**src/rtl/timer_wb.sv**
```systemverilog
// timer_wb: BK0010 programmable interval timer (RELOAD/COUNT/CSR) on the wishbone CPU bus
module timer_wb #(
    parameter int PRESCALE = 128
) (
    input  logic        wb_clk_i,
    input  logic        wb_rst_i,
    input  logic [15:0] wb_adr_i,
    input  logic [15:0] wb_dat_i,
    output logic [15:0] wb_dat_o,
    input  logic        wb_cyc_i,
    input  logic        wb_stb_i,
    input  logic        wb_we_i,
    input  logic [1:0]  wb_sel_i,
    output logic        wb_ack_o,
    output logic        expired_o
);
    localparam int PW = $clog2(PRESCALE) + 6;
    localparam logic [15:0] A_RELOAD = 16'o177706;
    localparam logic [15:0] A_COUNT  = 16'o177710;
    localparam logic [15:0] A_CSR    = 16'o177712;

    logic [15:0]   reload_q, reload_d, count_q, count_d, wmask, rd_mux;
    logic [7:0]    csr_q, csr_d;
    logic [PW-1:0] psc_q, psc_d, psc_lim;
    logic          ack_q, sel_reload, sel_count, sel_csr, hit, wr;
    logic          csr_wr, csr_lo, run_set, counting, tick, expire;
    logic [1:0]    lanes;

    assign sel_reload = (wb_adr_i | 16'd1) == (A_RELOAD | 16'd1);
    assign sel_count  = (wb_adr_i | 16'd1) == (A_COUNT | 16'd1);
    assign sel_csr    = (wb_adr_i | 16'd1) == (A_CSR | 16'd1);
    assign hit        = wb_cyc_i & wb_stb_i & (sel_reload | sel_count | sel_csr);
    assign wr         = hit & wb_we_i & ~ack_q;
    assign lanes      = wb_sel_i == 2'b00 ? 2'b11 : wb_sel_i;
    assign wmask      = {{8{lanes[1]}}, {8{lanes[0]}}};
    assign csr_wr     = wr & sel_csr;
    assign csr_lo     = csr_wr & lanes[0];
    assign run_set    = csr_lo & wb_dat_i[4];

    assign rd_mux   = sel_reload ? reload_q : sel_count ? count_q : {8'hFF, csr_q};
    assign wb_dat_o = hit & ~wb_we_i ? rd_mux : 16'd0;
    assign wb_ack_o = ack_q;
    assign expired_o = csr_q[7];

    // divisor select: DIV16|DIV4 together give x64
    assign psc_lim  = csr_q[6] & csr_q[5] ? PW'(PRESCALE * 64 - 1) :
                      csr_q[6] ? PW'(PRESCALE * 4 - 1) :
                      csr_q[5] ? PW'(PRESCALE * 16 - 1) : PW'(PRESCALE - 1);
    assign counting = csr_q[4] & ~csr_q[0];
    assign tick     = counting & (psc_q == psc_lim);
    assign expire   = tick & ~|count_q;

    // a CSR write swallows the tick, but an expiry still sets EXPIRED over a clearing write
    always_comb begin
        reload_d   = wr & sel_reload ? (reload_q & ~wmask) | (wb_dat_i & wmask) : reload_q;
        psc_d      = csr_wr | tick ? '0 : counting ? psc_q + 1'b1 : psc_q;
        csr_d[7]   = (csr_lo ? csr_q[7] & wb_dat_i[7] : csr_q[7]) | (expire & csr_q[2]);
        csr_d[6:0] = csr_lo ? wb_dat_i[6:0] :
                     {csr_q[6:5], csr_q[4] & ~(expire & ~csr_wr & csr_q[3]), csr_q[3:0]};
        count_d    = run_set ? reload_q :
                     csr_wr | ~tick ? count_q :
                     |count_q ? count_q - 1'b1 :
                     csr_q[1] ? 16'hFFFF : reload_d;
    end

    always_ff @(posedge wb_clk_i) begin
        if (wb_rst_i) begin
            reload_q <= 16'd0;
            count_q  <= 16'hFFFF;
            csr_q    <= 8'd0;
            psc_q    <= '0;
            ack_q    <= 1'b0;
        end else begin
            reload_q <= reload_d;
            count_q  <= count_d;
            csr_q    <= csr_d;
            psc_q    <= psc_d;
            ack_q    <= hit & ~ack_q;
        end
    end
endmodule

```
**config.mk**
```make
export PLATFORM = sky130hd
export DESIGN_NAME = timer_wb
export DESIGN_NICKNAME = d
export VERILOG_FILES = /design/src/rtl/timer_wb.sv
export SDC_FILE = /design/constraint.sdc
export NUM_CORES = 1
export LEC_CHECK = 0
export BUFFER_PORTS_ARGS = -buffer_cell sky130_fd_sc_hd__buf_2
export CORE_MARGIN = 2
export CORE_UTILIZATION = 30
export CTS_CLUSTER_DIAMETER = 40
export CTS_CLUSTER_SIZE = 14
export DETAILED_ROUTE_END_ITERATION = 8
export PLACE_DENSITY = 0.54
export SETUP_SLACK_MARGIN = 0.5
export SLEW_MARGIN = 20
export SYNTH_ARGS = -nofsm -noshare
export SYNTH_HDL_FRONTEND = slang
export SYNTH_SLANG_ARGS = --single-unit
```
**constraint.sdc**
```tcl
create_clock -name wb_clk_i -period 2.65 [get_ports wb_clk_i]
set_clock_uncertainty 0.15 [all_clocks]
set_input_delay 0.265 -clock wb_clk_i [delete_from_list [all_inputs] [get_ports wb_clk_i]]
set_output_delay 0.265 -clock wb_clk_i [all_outputs]
set_load 0.005 [all_outputs]
```
== Word level (Yosys, flattened, before mapping) ==
Cells that the tools add are included.

* Bits in registers: 54
* Word-level logic and storage cells: 65

* Muxes and demuxes: 14
* $add $sub $neg: 2
* Equality and inequality tests: 5
* Reduce and logical (&&, ||, !) cells: 4
* Bitwise gates (word level): 34

{| class="wikitable"
|+ Operator list
! operator !! count
|-
| $mux 16 || 8
|-
| $eq 15x15->1 const B || 3
|-
| $and 16x16->16 || 2
|-
| $mux 11 || 2
|-
| $and 1x1->1 || 19
|-
| $not 16->16 || 1
|-
| $or 16x16->16 || 1
|-
| $reduce_or 16->1 || 1
|-
| $sub 16x1->16 const B || 1
|-
| $add 13x1->13 const B || 1
|-
| $eq 13x13->1 || 1
|-
| $mux 13 || 1
|-
| $not 1->1 || 6
|-
| $mux 5 || 1
|-
| $or 1x1->1 || 5
|-
| $logic_not 2->1 || 1
|-
| $mux 2 || 1
|-
| $ne 2x2->1 const B || 1
|-
| $reduce_or 2->1 || 1
|-
| $logic_not 1->1 || 1
|-
| $mux 1 || 1
|}

== Longest topological paths before layout ==
* Depth in word-level cells: 13
* Depth in mapped cells: 8

== Worst setup path after synthesis ==
OpenSTA, ideal clock, no wires.

* Path kind: register to register
* Start: register count_q[2]
* End: register count_q[13]
* Cell stages (with the launch flop): 8
* Slack: 405 ps
* Arrival time: 1968 ps
* Setup time: 127 ps
* Cell sequence: dfxtp_1 > buf_6 > or4_4 > or3_4 > nor3_4 > xnor2_1 > a221oi_2 > or3_1

* Longest elaborated chain between the ends: 4
* Elaborated cells on any way between the ends: 5
* Those cells by class: add/sub: 1; mux: 3; reduce/logical: 1

{| class="wikitable"
|+ Ends and longest elaborated chain
! element !! line !! source
|-
| from (decl) || 22 || <nowiki>logic [15:0] reload_q, reload_d, count_q, count_d, wmask, rd_mux;</nowiki>
|-
| from (signal assigned) || 75 || <nowiki>count_q <= count_d;</nowiki>
|-
| $sub 16x1->16 / $reduce_or 16->1 (equally long branches) || 62 || <nowiki>|count_q ? count_q - 1'b1 :</nowiki>
|-
| $mux 16 (*) || 62 ||
|-
| $mux 16 (*) || 61 || <nowiki>csr_wr | ~tick ? count_q :</nowiki>
|-
| $mux 16 (*) || 60 || <nowiki>count_d = run_set ? reload_q :</nowiki>
|}

Mark *: on every way between the ends. The rest lies on a longest branch, timed or not. The select of a mux whose other input is x is not followed.
A chain may end at the register's enable or synchronous reset.

== Worst setup path after layout ==
Same ends and word-level chain as after synthesis.

==> out/qor.yml <==
synth_warnings: 0
crit_arrival_ns: 2.39
synth.avg_cell_area_um2: 8.056
clockBufferDepth: 2
fp.dieH_um: 107.5
dr.pass1.iters: 5
ant_nets: 0
start_util: 0.3100
synth-seq-area-share: 0.3363
cts_inserted_buffers: 5
fin_ws_ns: 0.3227
setup.worst_path.start: "count_q[2]"
hold_class: "in2reg"
setup_violations: 0
vias_per_cell: 5.313
instances_no_fill: 642
place_ws_ns: 0.1852
rrSetupSlack_ns: 0.32
clk_latency_ns: 0.32
ys_top_cells_by_area: "dfxtp_1, mux2i_1, nor2_1, nand2_1, or3_1"
worstReg2RegEnd: "count_q[13]"
syn-cell-area_mm2: 0.003214
cp-start-kind: "flop"
clockRootBuffer: "clkbuf_8"
yosys.area.top_type: "dfxtp_1"
drtIter0Drc: 243
outcome: "finished, final reports clean"
regArea_mm2: 0.001115
nets: 547
wl_per_cell_um: 16.32
min_period_over_period: 0.8782
timing.rr.start: "count_q[2]"
portBuffers: 55
diodes: 0
placedCellCount: 592
worstPathMaxFanout: 4
nFillCells: 1020
gp_congestion: 0.8339
core_mm2: 0.01037
synthCells: 399
p_leak_nw: 2.079
antenna_found_initial: 0
crit_type: "reg2reg"
die_width_um: 107.5
async_flop_share: 0
grt-ovfl-total: 0
htree_levels: 2
reg2reg_depth: 6
maxSlewHeadroom: 0.6296
power.density_mw_per_mm2: 310.5
grt_max_degree: 34
track_usage: 0.1747
drc_errors: 0
report.final.slew_viol_count: 0
maxCapViolCount: 0
multi_input_area_mm2: 0.002465
rows: 37
final-hold-violation-count: 0
clkTransAtPathRegs_ns: 0.11
syn-num-nets: 441
yosysUniqueCellTypes: 54
fin_tns_setup_ns: 0
cts_tree: "yes"
clock.fmax_mhz: 429.7
synth_ff_type: "dfxtp_1"
grt_pass1_wl_um: 16100
fin_crit_ns: 2.327
vias: 3411
synth_top_area_frac: 0.3363
finalPower_w: 0.001481
drive_above_1_share: 0.4368
grt_pass1_vias: 3239
vdd_ir_drop_max_v: 0.0002493
wl_um: 10480
worst_setup_path_end_kind: "flop"
cts.sinks: 54
cp-endpoint: "count_q[13]"
worst_slew_pin_slew_ns: 0.5415
ioPinCount: 57
synth_seq_cells: 54
required_ns: 2.71
area.growth.synth_to_final_pct: 48.35
rsz0062_at_grt: "true"
dieArea_mm2: 0.01156
dpl.hpwl_um: 7013
synth_edf_count: 0
## Yosys cell counts, types with 4 or more instances
library cell  instances
a211oi_1              9
a21oi_1              16
a221oi_1             10
and3_1                4
clkbuf_1             14
dfxtp_1              54
inv_1                 7
mux2i_1              28
nand2_1              46
nand3_1              13
nand4_1               8
nor2_1               56
nor3_1                4
nor4_1                5
o21ai_0              13
o21ai_1               8
o22ai_1               4
or2_2                 4
or3_1                17
xnor2_1              12
xor2_1               10
## registers in the layout, indices dropped and copies added (netlist names)
name      count
reload_q     16
wb_ack_o      1
psc_q        13
csr_q         8
count_q      16
## power breakdown
| part | internal (W) | switching, W |
|---|---|---|
| Clock | 0.000287 | 0.000305 |
| Sequential | 0.000806 | 0.00000000310 |
| Combinational | 0.0000379 | 0.0000450 |
| Total | 0.00113 | 0.000350 |
## worst min path at each step
stage / startpoint / endpoint / slack [ns] / cells past startpoint
2_1_floorplan: wb_rst_i / count_q[7] / 0.22 / 1
3_3_place_gp: wb_ack_o / wb_ack_o / 0.28 / 1
3_5_place_dp: wb_ack_o / wb_ack_o / 0.29 / 1
4_1_cts: wb_dat_i[0] / csr_q[0] / 0.04 / 3
5_1_grt: wb_dat_i[0] / csr_q[0] / 0.04 / 3
6_report: wb_dat_i[0] / csr_q[0] / 0.04 / 3
## worst max-delay path, stage by stage (launching register included)
cell and delay, ns:
dfxtp_4 0.37, or4_4 0.54, or3_4 0.44, nor3_4 0.21, xnor2_2 0.14, a221oi_2 0.07
or3_1 0.31
## kinds of logic (layout without fill, tap and decap cells)
logic type	after synthesis	after routing	synth area share
and+or+nand+nor	189	189	0.3063
adders and majority gates	3	3	0.01168
buffers and inverters	28	135	0.04398
AOI/OAI and AO/OA	75	75	0.1545
DFF	54	54	0.3363
xor gates and xnor gates	22	22	0.05994
muxes	28	28	0.08719
## metal layers
metal,up-vias,GRT usage,part of all wire
met2,112,0.2781,0.47
met4,0,0.03663,0.0056
met1,1641,0.2494,0.47
met5,-,0,0
li1,1654,-,-
met3,4,0.02724,0.058
## repair_timing
action	4_1_cts	5_1_grt
hold buffers	0	0
pin swaps	17	23
setup buffers	18	23
setup endpoints to repair	32	43
cloned	0	1
gates resized for setup	48	79
## per-stage QoR
step	hold WS [ns]	cell area, um^2	util
floorplan	0.2186	3231	-
global placement	0.2829	3732	0.3599
detailed placement	0.2891	3732	0.3599
CTS	0.03913	4233	0.4082
global route	0.04163	4768	0.4598
finish	0.04202	4768	0.4598
## cell usage in the layout (no fill, tap or decap), types with 8 or more instances in the layout
cell type | netlist | routed
o21ai_0 | 13 | 8
buf_4 | 2 | 51
xnor2_1 | 12 | 11
nor2_1 | 56 | 54
a21oi_1 | 16 | 11
buf_6 | 2 | 14
dfxtp_2 | 0 | 12
nand3_1 | 13 | 12
o21ai_1 | 8 | 11
or3_1 | 17 | 14
nand2_1 | 46 | 44
dfxtp_1 | 54 | 37
mux2i_1 | 28 | 18
buf_2 | 2 | 50
xor2_1 | 10 | 8
nand4_1 | 8 | 8
## layout make-up
class | instances | share of cell area
Multi-Input combinational cell | 317 | 0.5169
Tap cell | 136 | 0.03569
Clock buffer | 5 | 0.01443
Clock inverter | 3 | 0.009971
Sequential cell | 54 | 0.2338
Timing Repair Buffer | 120 | 0.1837
Inverter | 7 | 0.005510
Power figures use the tool's default switching activity.
